--- config.mk ---
export PLATFORM = sky130hd
export DESIGN_NAME = divs_restoring_seq_flat
export DESIGN_NICKNAME = d
export VERILOG_FILES = /design/src/rtl/divs_restoring_seq_if.sv /design/src/rtl/divs_restoring_seq.sv /design/src/flat_wrapper.sv
export SDC_FILE = /design/constraint.sdc
export NUM_CORES = 1
export LEC_CHECK = 0
export ABC_AREA = 1
export CORE_MARGIN = 2
export CORE_UTILIZATION = 35
export DETAILED_ROUTE_END_ITERATION = 10
export GPL_TIMING_DRIVEN = 0
export PLACE_DENSITY_LB_ADDON = 0.12
export SYNTH_ARGS = -nofsm -noshare
export SYNTH_HDL_FRONTEND = slang
export SYNTH_SLANG_ARGS = --single-unit
--- constraint.sdc ---
create_clock -name clk -period 1.6 [get_ports clk]
set_input_delay 0.32 -clock clk [delete_from_list [all_inputs] [get_ports clk]]
set_output_delay 0.32 -clock clk [all_outputs]
set_load 0.02 [all_outputs]
--- src/rtl/divs_restoring_seq_if.sv ---
// Operand/result handshake bundle for the sequential signed divider.
// master drives operands and consumes results; slave is the divider.
interface divs_restoring_seq_if #(
  parameter int WIDTH = 4
);
  logic                   in_valid;
  logic                   in_ready;
  logic [2*WIDTH-1:0]     dividend;
  logic [WIDTH-1:0]       divisor;
  logic                   out_valid;
  logic                   out_ready;
  logic [2*WIDTH-1:0]     quotient;
  logic [WIDTH-1:0]       remainder;
  logic                   div_by_zero;
  logic                   overflow;

  modport master (
    output in_valid, dividend, divisor, out_ready,
    input  in_ready, out_valid, quotient, remainder, div_by_zero, overflow
  );

  modport slave (
    input  in_valid, dividend, divisor, out_ready,
    output in_ready, out_valid, quotient, remainder, div_by_zero, overflow
  );
endinterface

--- src/rtl/divs_restoring_seq.sv ---
// Sequential signed divider: radix-2 restoring iteration on magnitudes, 2W-bit
// dividend / W-bit divisor. Define DIVS_BACK_TO_BACK_EN to accept in DONE.
module divs_restoring_seq #(
  parameter int WIDTH = 4
) (
  input  logic                 clk,
  input  logic                 rst_n,
  divs_restoring_seq_if.slave  bus
);
  localparam int DW = 2 * WIDTH;
  localparam int CW = $clog2(DW);

  typedef enum logic [1:0] {IDLE, CALC, FIX, DONE} state_t;

  typedef struct packed {
    logic [DW-1:0]    quot;
    logic [WIDTH-1:0] rem;
    logic             dbz;
    logic             ovf;
  } result_t;

  state_t state, state_nxt;
  logic   ready;
  logic   accept;
  logic   dvs_zero;

  logic [DW-1:0]    shf_q;      // dividend magnitude, becomes quotient magnitude
  logic [WIDTH-1:0] prem_q;
  logic [WIDTH-1:0] dvs_abs_q;
  logic [CW-1:0]    cnt_q;
  logic             sign_q_q;
  logic             sign_r_q;
  result_t          res_q;

  // Magnitudes taken one bit wider so the most-negative values negate exactly.
  logic [DW:0]      dvd_ext;
  logic [WIDTH:0]   dvs_ext;
  logic [DW-1:0]    dvd_mag;
  logic [WIDTH-1:0] dvs_mag;

  assign dvd_ext  = {bus.dividend[DW-1], bus.dividend};
  assign dvs_ext  = {bus.divisor[WIDTH-1], bus.divisor};
  assign dvd_mag  = dvd_ext[DW]    ? DW'(-dvd_ext)    : bus.dividend;
  assign dvs_mag  = dvs_ext[WIDTH] ? WIDTH'(-dvs_ext) : bus.divisor;
  assign dvs_zero = (bus.divisor == '0);

  logic [WIDTH:0] shifted;
  logic [WIDTH:0] trial;
  logic           qbit;

  assign shifted = {prem_q, shf_q[DW-1]};
  assign trial   = shifted - {1'b0, dvs_abs_q};
  assign qbit    = ~trial[WIDTH];

  logic [DW-1:0] quot_fix;
  logic          ovf_fix;

  assign quot_fix = sign_q_q ? -shf_q : shf_q;
  assign ovf_fix  = (shf_q == {1'b1, {(DW-1){1'b0}}}) && !sign_q_q;

  assign accept = bus.in_valid && ready;

  always_ff @(posedge clk or negedge rst_n) begin
    if (!rst_n) state <= IDLE;
    else        state <= state_nxt;
  end

  always_comb begin
    state_nxt = state;
`ifdef DIVS_BACK_TO_BACK_EN
    ready     = (state == IDLE) || ((state == DONE) && bus.out_ready);
`else
    ready     = (state == IDLE);
`endif
    case (state)
      IDLE: if (accept) state_nxt = dvs_zero ? DONE : CALC;
      CALC: if (cnt_q == '0) state_nxt = FIX;
      FIX:  state_nxt = DONE;
      DONE: if (bus.out_ready) state_nxt = accept ? (dvs_zero ? DONE : CALC) : IDLE;
      default: state_nxt = IDLE;
    endcase
  end

  always_ff @(posedge clk or negedge rst_n) begin
    if (!rst_n) begin
      shf_q     <= '0;
      prem_q    <= '0;
      dvs_abs_q <= '0;
      cnt_q     <= '0;
      sign_q_q  <= 1'b0;
      sign_r_q  <= 1'b0;
      res_q     <= '0;
    end else begin
      case (state)
        IDLE, DONE: begin
          if (accept) begin
            sign_q_q  <= bus.dividend[DW-1] ^ bus.divisor[WIDTH-1];
            sign_r_q  <= bus.dividend[DW-1];
            shf_q     <= dvd_mag;
            dvs_abs_q <= dvs_mag;
            prem_q    <= '0;
            cnt_q     <= CW'(DW - 1);
            if (dvs_zero) begin
              res_q.quot <= '1;
              res_q.rem  <= '0;
              res_q.dbz  <= 1'b1;
              res_q.ovf  <= 1'b0;
            end
          end
        end
        CALC: begin
          shf_q  <= {shf_q[DW-2:0], qbit};
          prem_q <= qbit ? trial[WIDTH-1:0] : shifted[WIDTH-1:0];
          cnt_q  <= cnt_q - 1'b1;
        end
        FIX: begin
          // A positive 2^(2W-1) magnitude wraps to the most-negative code.
          res_q.quot <= quot_fix;
          res_q.rem  <= sign_r_q ? -prem_q : prem_q;
          res_q.dbz  <= 1'b0;
          res_q.ovf  <= ovf_fix;
        end
        default: ;
      endcase
    end
  end

  assign bus.in_ready    = ready;
  assign bus.out_valid   = (state == DONE);
  assign bus.quotient    = res_q.quot;
  assign bus.remainder   = res_q.rem;
  assign bus.div_by_zero = res_q.dbz;
  assign bus.overflow    = res_q.ovf;
endmodule

--- src/flat_wrapper.sv ---
// flat-port wrapper written by rule: the top's interface ports become plain ports
module divs_restoring_seq_flat 
#(
  parameter int WIDTH = 4
)
  (clk, rst_n, bus_in_valid, bus_dividend, bus_divisor, bus_out_ready, bus_in_ready, bus_out_valid, bus_quotient, bus_remainder, bus_div_by_zero, bus_overflow);
  divs_restoring_seq_if #(.WIDTH(WIDTH)) bus_i ();
  input  logic clk;
  input  logic rst_n;
  input wire logic [$bits(bus_i.in_valid)-1:0] bus_in_valid;
  input wire logic [$bits(bus_i.dividend)-1:0] bus_dividend;
  input wire logic [$bits(bus_i.divisor)-1:0] bus_divisor;
  input wire logic [$bits(bus_i.out_ready)-1:0] bus_out_ready;
  output wire logic [$bits(bus_i.in_ready)-1:0] bus_in_ready;
  output wire logic [$bits(bus_i.out_valid)-1:0] bus_out_valid;
  output wire logic [$bits(bus_i.quotient)-1:0] bus_quotient;
  output wire logic [$bits(bus_i.remainder)-1:0] bus_remainder;
  output wire logic [$bits(bus_i.div_by_zero)-1:0] bus_div_by_zero;
  output wire logic [$bits(bus_i.overflow)-1:0] bus_overflow;
  assign bus_i.in_valid = bus_in_valid;
  assign bus_i.dividend = bus_dividend;
  assign bus_i.divisor = bus_divisor;
  assign bus_i.out_ready = bus_out_ready;
  assign bus_in_ready = bus_i.in_ready;
  assign bus_out_valid = bus_i.out_valid;
  assign bus_quotient = bus_i.quotient;
  assign bus_remainder = bus_i.remainder;
  assign bus_div_by_zero = bus_i.div_by_zero;
  assign bus_overflow = bus_i.overflow;
  divs_restoring_seq #(.WIDTH(WIDTH)) u_core (.clk(clk), .rst_n(rst_n), .bus(bus_i));
endmodule
======== After elaboration in Yosys (flattened, before gate mapping) ========
Cells that the tools add are included.
cells by class
  $add $sub $neg .......................... 6
  equal/unequal tests ..................... 9
  mux-type cells .......................... 20
  bitwise logic cells ..................... 2
  reductions and logical operators ........ 13
operator list
  cell                                                                    number
  14-bit 2-to-1 mux                                                       2
  14-bit one-hot mux with 2 select lines                                  1
  8-bit 2-to-1 mux                                                        3
  4-bit 2-to-1 mux                                                        4
  8-bit negation                                                          2
  8-bit one-hot mux with 2 select lines                                   1
  2-bit 2-to-1 mux                                                        5
  8-bit equality test (second input constant)                             1
  4-bit negation                                                          2
  2-bit one-hot mux with 4 select lines                                   1
  4-bit one-hot mux with 2 select lines                                   1
  2-bit by 1-bit != test with 1-bit output (second input constant)        3
  3-bit one-hot mux with 2 select lines                                   1
  3-bit AND reduction                                                     2
  5-bit by 4-bit subtractor with 5-bit output                             1
  2-bit equality test (second input constant)                             2
  4-bit zero test                                                         1
  2-bit != test (second input constant)                                   2
  2-bit AND reduction                                                     2
  2-bit nonzero test                                                      2
  3-bit zero test                                                         1
  3-bit 2-to-1 mux                                                        1
  3-bit by 1-bit subtractor with 3-bit output (second input constant)     1
  2-bit by 1-bit equality test with 1-bit output (second input constant)  1
  other kinds (6)                                                         7
storage, ports and cells
  bits in registers ....................... 37
  bits of input ports ..................... 16
  logic and storage cells ................. 61

======== Longest topological paths before layout ========
Gate-level depths: netlist of the first run.
  word-level depth ........................ 5
  gate-level depth with buffers ........... 11

======== Worst setup path before layout of the first run ========
OpenSTA, ideal clock, no wires.
  kind .................................... flip-flop to flip-flop
  from .................................... register u_core.shf_q[7]
  to ...................................... register u_core.prem_q[3]
  arrival ................................. 1650 ps
  required time ........................... 1483 ps
  setup slack ............................. -167 ps
  cell stages (with the launch flop) ...... 11
  clock period less this slack ............ 1767 ps
  cells stage by stage .................... dfrtp_1 inv_1 ha_1 inv_1 fa_1 nand3_1 nand3_1 nand2_1 nand2_1 nand3_1 nand2_1
between the ends
  longest elaborated chain between the ends .. 3
ends and longest elaborated chain
  element                                      line                       text
  start, declared                              divs_restoring_seq.sv:27   logic [DW-1:0] shf_q;
  start signal, assigned                       divs_restoring_seq.sv:99   shf_q <= dvd_mag;
  start signal, assigned                       divs_restoring_seq.sv:112  shf_q <= {shf_q[DW-2:0], qbit};
  5-bit by 4-bit subtractor with 5-bit output  divs_restoring_seq.sv:52   assign trial = shifted - {1'b0, dvs_abs_q};
  4-bit 2-to-1 mux                             divs_restoring_seq.sv:113  prem_q <= qbit ? trial[WIDTH-1:0] : shifted[WIDTH-1:0];
  4-bit one-hot mux with 2 select lines        divs_restoring_seq.sv:94   case (state)
  end signal, assigned                         divs_restoring_seq.sv:113
  end, declared                                divs_restoring_seq.sv:28   logic [WIDTH-1:0] prem_q;
Every way passes these cells.
A chain may end at the register's enable or synchronous reset.

======== Worst setup path after layout of the first run ========
  from .................................... register u_core.shf_q[7]
  to ...................................... register u_core.prem_q[0]
between the ends
  longest elaborated chain between the ends .. 3
ends and longest elaborated chain
  element                                      line
  5-bit by 4-bit subtractor with 5-bit output  divs_restoring_seq.sv:52
  4-bit 2-to-1 mux *                           divs_restoring_seq.sv:113
  4-bit one-hot mux with 2 select lines *      divs_restoring_seq.sv:94
Every way passes the cells marked *; elsewhere a longest branch is shown, timed or not.

==> results.md, run 1 <==
- Status: complete, but fails checks
- Failing checks: negative setup slack
- Share of layout cells above drive strength 1: 0.222
- Peak supply drop: 1.03 mV
- Final clock skew: 0.00779 ns
- Finished Cell Area: 0.00315 mm2
- Slew Limit Fails: 0
- Top_reg_cell synth: dfrtp_1
- Synthesized instance count: 305
- Max Freq: 609 MHz
- HPWL after detailed placement: 3.87 mm
- CTS Sinks: 37
- CP Class: register to register
- Worst Max-Slew Pin Slew: 0.849 ns
- Crit-path cells: inv_2 > ha_4 > inv_2 > fa_2 > nand3_4 > nand3_4 > nand2_4 > nand2_2 > nand3_2 > nand2_1
- IO Count: 32
- Setup crit end kind: register
- Sequential-to-total area share from yosys stat: 0.405
- Die outline area: 0.00720 mm2
- WP buf/inv: 2
- Cell area after placement: 0.00270 mm2
- Post-Syn Area: 0.00229 mm2
- Non-filler cells, final: 438
- Vias in the first global route: 1887
- H-Tree Depth: 2
- Post-synth top area share: 0.405
- Vias per cell: 4.75
- Chip height: 84.8 um
- Syn Area/Cell: 7.50 um2
- Fillcell total: 623
- Setup violations, final: 5
- Later-pin clock latency in the skew report: 0.29 ns
- Overflow after GRT: 0
- Starting DRC count in detailed routing: 110
- Area contributors post-synth: dfrtp_1 (40%), nand2_1 (13%), ha_1 (7.7%), inv_1 (6.6%), nor2_1 (5.4%)
- FF/Latch Area: 927 um2
- CP delay by family, top: adder cells
- Global-route wire length before repair: 9.04 mm
- Slack of the critical path: -0.0422 ns
- Multi-input logic area: 0.00133 mm2
- Post-synthesis net count: 336
- P per Cell Area: 2000 mW/mm2
- Total GRT Usage: 0.157
- Critical path peak fanout: 5
- Via count: 2081
- Ratio of final minimum period to clock period: 1.03
- I/O Buffers: 30
- Placed Cells: 412
- Distinct cells, synth: 29
- Worst-path clk slew: 0.08 ns
- Leakage: 1.57 nW
- CP startpoint kind: register
- Post-synth EDFFs: 0
- Critical Path Slowest Stage Cell: dfrtp_1
- CTS tree: yes
- Nets: 391
- Routed wire length: 5.49 mm
- Initial Util: 0.360
- DR WL/cell: 12.5 um
- Seq cells post-synth: 37
- Fin crit period: 1.64 ns
- Length of the first detailed-routing pass in iterations: 4
- Final hold violations: 0
- Largest net degree at the start of global routing: 38
- Worst EP required: 1.78 ns
- Post-synth ARST share: 1.00
- Flop-to-flop setup slack: -0.04 ns
- Antenna-violating nets left: 0
- RePlAce Congestion: 0.810
- Remaining DRCs: 0
- Total power draw: 6.30 mW
- Most frequent cells in the layout: nand2_1 (67), dfrtp_1 (36), inv_1 (33), nor2_1 (32), o21ai_0 (20)
- Max Cap Viol: 0
- CP arrival: 1.82 ns
- Row Count: 29
- Final core utilization: 0.496
- Max clock buf depth: 2
- Slew headroom: 0.434
- Largest area contributor in the netlist: dfrtp_1
- Inserted Diodes: 0
- Ys Warns: 0
- Max incr delay on CP: 0.39 ns
- TritonCTS Buffers: 5
- Initial antenna violation count: 0
- Area growth syn-to-layout: 37.7%
- Setup TNS: -0.144 ns
- Hold crit path type: primary input to async pin
- Unrepaired setup endpoints after global routing: yes
- Core outline area: 0.00635 mm2
- Die Wd: 84.8 um
- Commonest non-fill, non-tap cell in the layout: nand2_1
- Root buffer selected by CTS: clkbuf_8
[worst register-to-register path, stage by stage, from the launching register on]
cell and delay [ns]:
dfrtp_1 0.39, inv_2 0.09, ha_4 0.13, inv_2 0.04, fa_2 0.39, nand3_4 0.09
nand3_4 0.12, nand2_4 0.13, nand2_2 0.06, nand3_2 0.05, nand2_1 0.05
[metal layers]
layer / track usage / wire length [um] / share of wire
met3: 0.0321 / 240 / 0.044
met1: 0.223 / 2660 / 0.49
met2: 0.244 / 2530 / 0.46
met4: 0.0447 / 55 / 0.010
met5: 0 / 0 / 0
[synth_stat cells, types with 4 or more instances]
library cell and number:
nand2_1 78, inv_1 40, dfrtp_1 37, nor2_1 33, nand3_1 23, o21ai_0 20
a21oi_1 19, ha_1 14, xor2_1 6, o21ai_1 5, inv_2 4, nand4_1 4
[flip-flops by register name (all words and copies together) (netlist names), 2 cells and up]
signal and cells:
u_core.state 2, u_core.shf_q 8, u_core.cnt_q 3, u_core.dvs_abs_q 4, u_core.bus.remainder 4, u_core.bus.quotient 8, u_core.prem_q 4
[area by class of cell]
cell class	count	area share
Clock inverter	2	0.0119
Inverter	44	0.0540
Buffer	5	0.0119
Multi-Input combinational cell	219	0.423
Sequential cell	37	0.294
Tap cell	77	0.0306
Clock buffer	6	0.0262
Timing Repair Buffer	48	0.148
[metrics by stage]
step | setup WS (ns) | hold slack [ns]
after floorplan | 0.00236 | 0.0244
after global placement | -0.711 | 0.465
after detailed placement | -0.267 | 0.469
after CTS | -0.0575 | 0.171
after global routing | -0.136 | 0.194
final | -0.0422 | 0.132
[repair_timing]
action,in CTS,in global routing
hold endpoints to repair,0,0
hold buffers,0,0
setup endpoints to repair,30,37
resized for setup,26,39
cloned,0,1
pin swaps,10,13
setup buffers,13,4
[kinds of logic (layout without fill, tap and decap cells)]
kind of cell / after synthesis / after routing / synth area share
fa+ha+maj: 15 / 15 / 0.0853
xor+xnor: 8 / 8 / 0.0306
compound gates: 49 / 49 / 0.117
buf+inv: 49 / 105 / 0.0864
simple gates: 147 / 147 / 0.276
flops: 37 / 37 / 0.405
[where the power goes]
| part | switching, mW | internal [mW] | total (mW) | leakage (nW) |
|---|---|---|---|---|
| Clock | 0.365 | 0.507 | 0.872 | 0.0574 |
| Sequential | 0.247 | 1.30 | 1.55 | 0.432 |
| Combinational | 2.25 | 1.63 | 3.89 | 1.08 |
[worst paths after layout]
| path | from | to | cells past startpoint |
|---|---|---|---|
| min in group clk | bus_dividend[7] | u_core.shf_q[7] | 3 |
| max in group asynchronous | rst_n | u_core.state[0] | 1 |
| setup / recovery | u_core.shf_q[7] | u_core.prem_q[0] | 10 |
| setup reg to reg | u_core.shf_q[7] | u_core.prem_q[0] | 10 |
| hold / removal | rst_n | u_core.bus.quotient[6] | 1 |
| hold reg to reg | u_core.cnt_q[0] | u_core.cnt_q[0] | 1 |
No activity file was read; power rests on OpenSTA's default activity.
==> inputs of run 2 (changes only) <==
--- a/config.mk
+++ b/config.mk
@@ -9,4 +9,5 @@
 export CORE_MARGIN = 2
 export CORE_UTILIZATION = 35
+export CTS_CLUSTER_DIAMETER = 150
 export DETAILED_ROUTE_END_ITERATION = 10
 export GPL_TIMING_DRIVEN = 0
==> constraint.sdc (replaced) <==
create_clock -name clk -period 1.6 [get_ports clk]
set_input_delay 0.48 -clock clk [delete_from_list [all_inputs] [get_ports clk]]
set_output_delay 0.48 -clock clk [all_outputs]
set_load 0.02 [all_outputs]
==> run 2 against run 1 <==
Compared with the run above: the run still ends with negative setup slack left; non-clock buffer count rose by 1; core utilization fell by 0.24 points; design area fell by 0.48%; die area did not move; wire length fell by 1.4%.
==> results.md, run 2 (synthesis results as in run 1) <==
- Reg2reg start: u_core.shf_q[7]
- Critical path peak fanout: 5
- Length of the first detailed-routing pass in iterations: 4
- Die Wd: 84.8 um
- Starting DRC count in detailed routing: 71
- Worst EP required: 1.78 ns
- H-Tree Depth: 2
- Via count: 2073
- Total power draw: 6.22 mW
- Area growth syn-to-layout: 37.1%
- Max incr delay on CP: 0.39 ns
- Global-route wire length before repair: 9.06 mm
- Hold_ws: 0.292 ns
- Pre-CTS WS: -0.427 ns
- CP Class: register to register
- Hold crit path type: primary input to async pin
- Ratio of final minimum period to clock period: 1.03
- CP startpoint kind: register
- Max clock buf depth: 2
- Antenna-violating nets left: 0
- Fillcell total: 646
- Slew headroom: 0.438
- Max Freq: 607 MHz
- RePlAce Congestion: 0.810
- FF/Latch Area: 927 um2
- Initial Util: 0.360
- CTS tree: yes
- Failing checks: negative setup slack
- Slack of the critical path: -0.0480 ns
- Die outline area: 0.00720 mm2
- Inserted Diodes: 0
- Most frequent cells in the layout: nand2_1 (65), dfrtp_1 (36), inv_1 (32), nor2_1 (30)
- Vias in the first global route: 1885
- Final hold violations: 0
- Leakage: 1.50 nW
- Slew Limit Fails: 0
- Non-filler cells, final: 439
- IO Count: 32
- Core outline area: 0.00635 mm2
- Row Count: 29
- Status: complete, but fails checks
- Critical Path Slowest Stage Cell: dfrtp_1
- CTS Sinks: 37
- Total GRT Usage: 0.158
- TritonCTS Buffers: 5
- Max Cap Viol: 0
- Placed Cells: 412
- Multi-input logic area: 0.00136 mm2
- Initial antenna violation count: 0
- Worst Max-Slew Pin Slew: 0.843 ns
- Routed wire length: 5.41 mm
- DR WL/cell: 12.3 um
- Setup crit end kind: register
- Commonest non-fill, non-tap cell in the layout: nand2_1
- FF-to-FF End: u_core.prem_q[0]
- Chip height: 84.8 um
- Crit-path cells: inv_2 > ha_4 > inv_2 > fa_2 > nand3_4 > nand3_4 > nand2_4 > nand2_2 > nand3_2 > nand2_1
- HPWL after detailed placement: 3.87 mm
- Final core utilization: 0.494
- Root buffer selected by CTS: clkbuf_8
- Unrepaired setup endpoints after global routing: yes
- Setup violations, final: 6
- Post-CTS Hold Buffers: 0
- Peak supply drop: 0.985 mV
- Vias per cell: 4.72
- Overflow after GRT: 0
- Worst-path clk slew: 0.08 ns
- Final clock skew: 0.00481 ns
- Share of layout cells above drive strength 1: 0.243
- Path depth of the worst reg2reg path: 10
- Remaining DRCs: 0
- Later-pin clock latency in the skew report: 0.29 ns
- CP arrival: 1.83 ns
- I/O Buffers: 30
- P per Cell Area: 1980 mW/mm2
- Nets: 392
- Flop-to-flop setup slack: -0.05 ns
- Fin crit period: 1.65 ns
- Largest net degree at the start of global routing: 38
run 2: timing repair:
item                                    in CTS  in global routing
endpoints found under the setup margin      44                 31
cloned                                       0                  1
setup buffers                               12                  6
gates resized for setup                     44                 42
pin swaps                                   10                 13
run 2: critical path, delay by kind of cell (launching register included):
family                   cells  cell delay [ns]
buffers and inverters        2             0.13
adder cells (fa/ha/maj)      2             0.52
AND/OR/NAND/NOR              6             0.50
flip-flops                   1             0.39
run 2: layout make-up:
type | count | share of cell area
timing repair buffer | 49 | 0.136
buffer | 5 | 0.0120
sequential | 37 | 0.296
clock inverter | 2 | 0.0120
clock buffer | 6 | 0.0263
multi-input combinational | 219 | 0.432
tap | 77 | 0.0307
inverter | 44 | 0.0551
run 2: metrics by stage:
| step | cell area, um2 | TNS (ns) |
|---|---|---|
| global placement | 2700 | -41.63 |
| finish | 3140 | -0.210 |
| CTS | 2960 | -0.276 |
| floorplan | 2310 | 0 |
| global route | 3140 | -0.747 |
| detailed placement | 2700 | -9.97 |
run 2: how the worst max path moves through the flow:
stage,from,end,slack [ns],cells after the start
2_1_floorplan,u_core.shf_q[7],u_core.prem_q[3],0.002,10
3_3_place_gp,rst_n,u_core.state[1],-0.87,1
3_5_place_dp,bus_divisor[0],u_core.bus.quotient[5],-0.43,10
4_1_cts,u_core.shf_q[7],u_core.prem_q[1],-0.06,11
5_1_grt,u_core.shf_q[7],u_core.prem_q[0],-0.13,11
6_report,u_core.shf_q[7],u_core.prem_q[0],-0.05,10
run 2: power by group:
part	internal [mW]	switching [mW]	total (mW)
registers	1.30	0.258	1.56
clock network	0.507	0.356	0.863
logic	1.56	2.23	3.80
run 2: per-layer routing:
metal  part of all wire  global-route usage  vias to the layer above
li1                   -                   -                     1088
met1               0.48               0.226                      936
met2               0.47               0.242                       45
met3              0.041              0.0321                        4
met4              0.010              0.0447                        0
met5                  0                   0                        -
==> inputs of run 3 (changes only) <==
CAP_MARGIN = 5   (was default)
SKIP_CTS_REPAIR_TIMING = 1   (was default)
==> run 3 against run 2 <==
Compared with the run above: the run still ends with negative setup slack left; worst hold slack improved by 0.0020 ns; sequential power about the same; wire length decreased by 0.57%; clock power up 0.5%; total power down 3.0%; fmax shrank 3.0%; non-clock buffer count fell by 7.
==> results.md, run 3 (synthesis results as in run 1) <==
- Path depth of the worst reg2reg path: 11
- Chip height: 84.8 um
- Placed Cells: 412
- Share of layout cells above drive strength 1: 0.203
- Total GRT Usage: 0.152
- Fillcell total: 641
- Reg2reg start: u_core.shf_q[7]
- CTS tree: yes
- Non-filler cells, final: 432
- DR WL/cell: 12.4 um
- Final core utilization: 0.488
- CP Class: register to register
- TritonCTS Buffers: 5
- Commonest non-fill, non-tap cell in the layout: nand2_1
- Hold_ws: 0.294 ns
- RePlAce Congestion: 0.810
- Initial Util: 0.360
- Length of the first detailed-routing pass in iterations: 4
- Critical path peak fanout: 5
- Most frequent cells in the layout: nand2_1 (69), dfrtp_1 (36), inv_1 (32), nor2_1 (30), nand3_1 (20)
- Max Freq: 589 MHz
- P per Cell Area: 1940 mW/mm2
- CP arrival: 1.93 ns
- Later-pin clock latency in the skew report: 0.29 ns
- IO Count: 32
- Final hold violations: 0
- Vias in the first global route: 1854
- Starting DRC count in detailed routing: 78
- Nets: 385
- Overflow after GRT: 0
- Flop-to-flop setup slack: -0.1 ns
- Ratio of final minimum period to clock period: 1.06
- Remaining DRCs: 0
- Final clock skew: 0.00680 ns
- FF/Latch Area: 927 um2
- H-Tree Depth: 2
- I/O Buffers: 30
- Status: complete, but fails checks
- CP startpoint kind: register
- Multi-input logic area: 0.00131 mm2
- Core outline area: 0.00635 mm2
- Max Cap Viol: 0
- Vias per cell: 4.73
- Slack of the critical path: -0.0983 ns
- Hold crit path type: primary input to async pin
- Via count: 2045
- Worst Max-Slew Pin Slew: 0.859 ns
- Worst EP required: 1.83 ns
- Fin crit period: 1.70 ns
- Die outline area: 0.00720 mm2
- Row Count: 29
- HPWL after detailed placement: 3.87 mm
- Pre-CTS WS: -0.427 ns
- Failing checks: negative setup slack
- Leakage: 1.56 nW
- Antenna-violating nets left: 0
- Global-route wire length before repair: 8.75 mm
- Area growth syn-to-layout: 35.6%
- FF-to-FF End: u_core.prem_q[0]
- Routed wire length: 5.38 mm
- Critical path origin: u_core.shf_q[7]
- Largest net degree at the start of global routing: 38
- Inserted Diodes: 0
- Setup crit end kind: register
- Max clock buf depth: 2
- Unrepaired setup endpoints after global routing: yes
- Slew Limit Fails: 0
- Root buffer selected by CTS: clkbuf_8
- Die Wd: 84.8 um
- Setup violations, final: 7
- CTS Sinks: 37
- Peak supply drop: 0.829 mV
- Slew headroom: 0.428
- Worst-path clk slew: 0.08 ns
- Initial antenna violation count: 0
-- run 3: cell count changes in the layout (fill, tap and decap cells not counted), moves of 4 or more --
cell | previous run | this run
dlygate4sd2_1 | 16 | 0
dlymetal6s2s_1 | 2 | 18
buf_4 | 17 | 8
nand2_1 | 65 | 69
nand3_1 | 16 | 20
-- run 3: critical path, stage by stage (launching register included) --
cell,delay (ns)
dfrtp_1,0.39
inv_2,0.11
ha_4,0.14
inv_2,0.04
fa_2,0.36
nand3_2,0.11
nand2_1,0.07
nand2_2,0.14
nand2_4,0.09
nand2_2,0.08
nand3_2,0.05
nand2_1,0.07
-- run 3: area by class of cell --
type / count / area share
clock buffer: 6 / 0.0266
timing repair buffer: 42 / 0.142
multi-input combinational: 219 / 0.422
inverter: 44 / 0.0549
buffer: 5 / 0.0121
clock inverter: 2 / 0.0121
tap: 77 / 0.0311
sequential: 37 / 0.299
-- run 3: where the power goes --
group | switching (mW) | leakage (nW) | internal [mW]
clock network | 0.360 | 0.0574 | 0.507
registers | 0.254 | 0.432 | 1.30
logic | 2.12 | 1.07 | 1.49
total | 2.73 | 1.56 | 3.30
-- run 3: how the worst max path moves through the flow --
stage	to	slack [ns]
global route	u_core.prem_q[0]	-0.19
finish	u_core.prem_q[0]	-0.1
detailed placement	u_core.bus.quotient[5]	-0.43
CTS	bus_in_ready	-0.60
global placement	u_core.state[1]	-0.87
floorplan	u_core.prem_q[3]	0.002
-- run 3: through the flow --
step,total power [mW],setup TNS [ns],instance area [um2]
6_report,6.03,-0.515,3100
5_1_grt,6.59,-1.22,3100
4_1_cts,5.52,-7.04,2820
3_5_place_dp,4.64,-9.97,2700
3_3_place_gp,4.58,-41.63,2700
2_1_floorplan,3.75,0,2310
-- run 3: metal layers --
metal | global-route usage | share of wire | up-vias | wire [um]
li1 | - | - | 1074 | -
met1 | 0.222 | 0.49 | 924 | 2650
met2 | 0.227 | 0.45 | 43 | 2440
met3 | 0.0321 | 0.043 | 4 | 230
met4 | 0.0447 | 0.010 | 0 | 55
met5 | 0 | 0 | - | 0
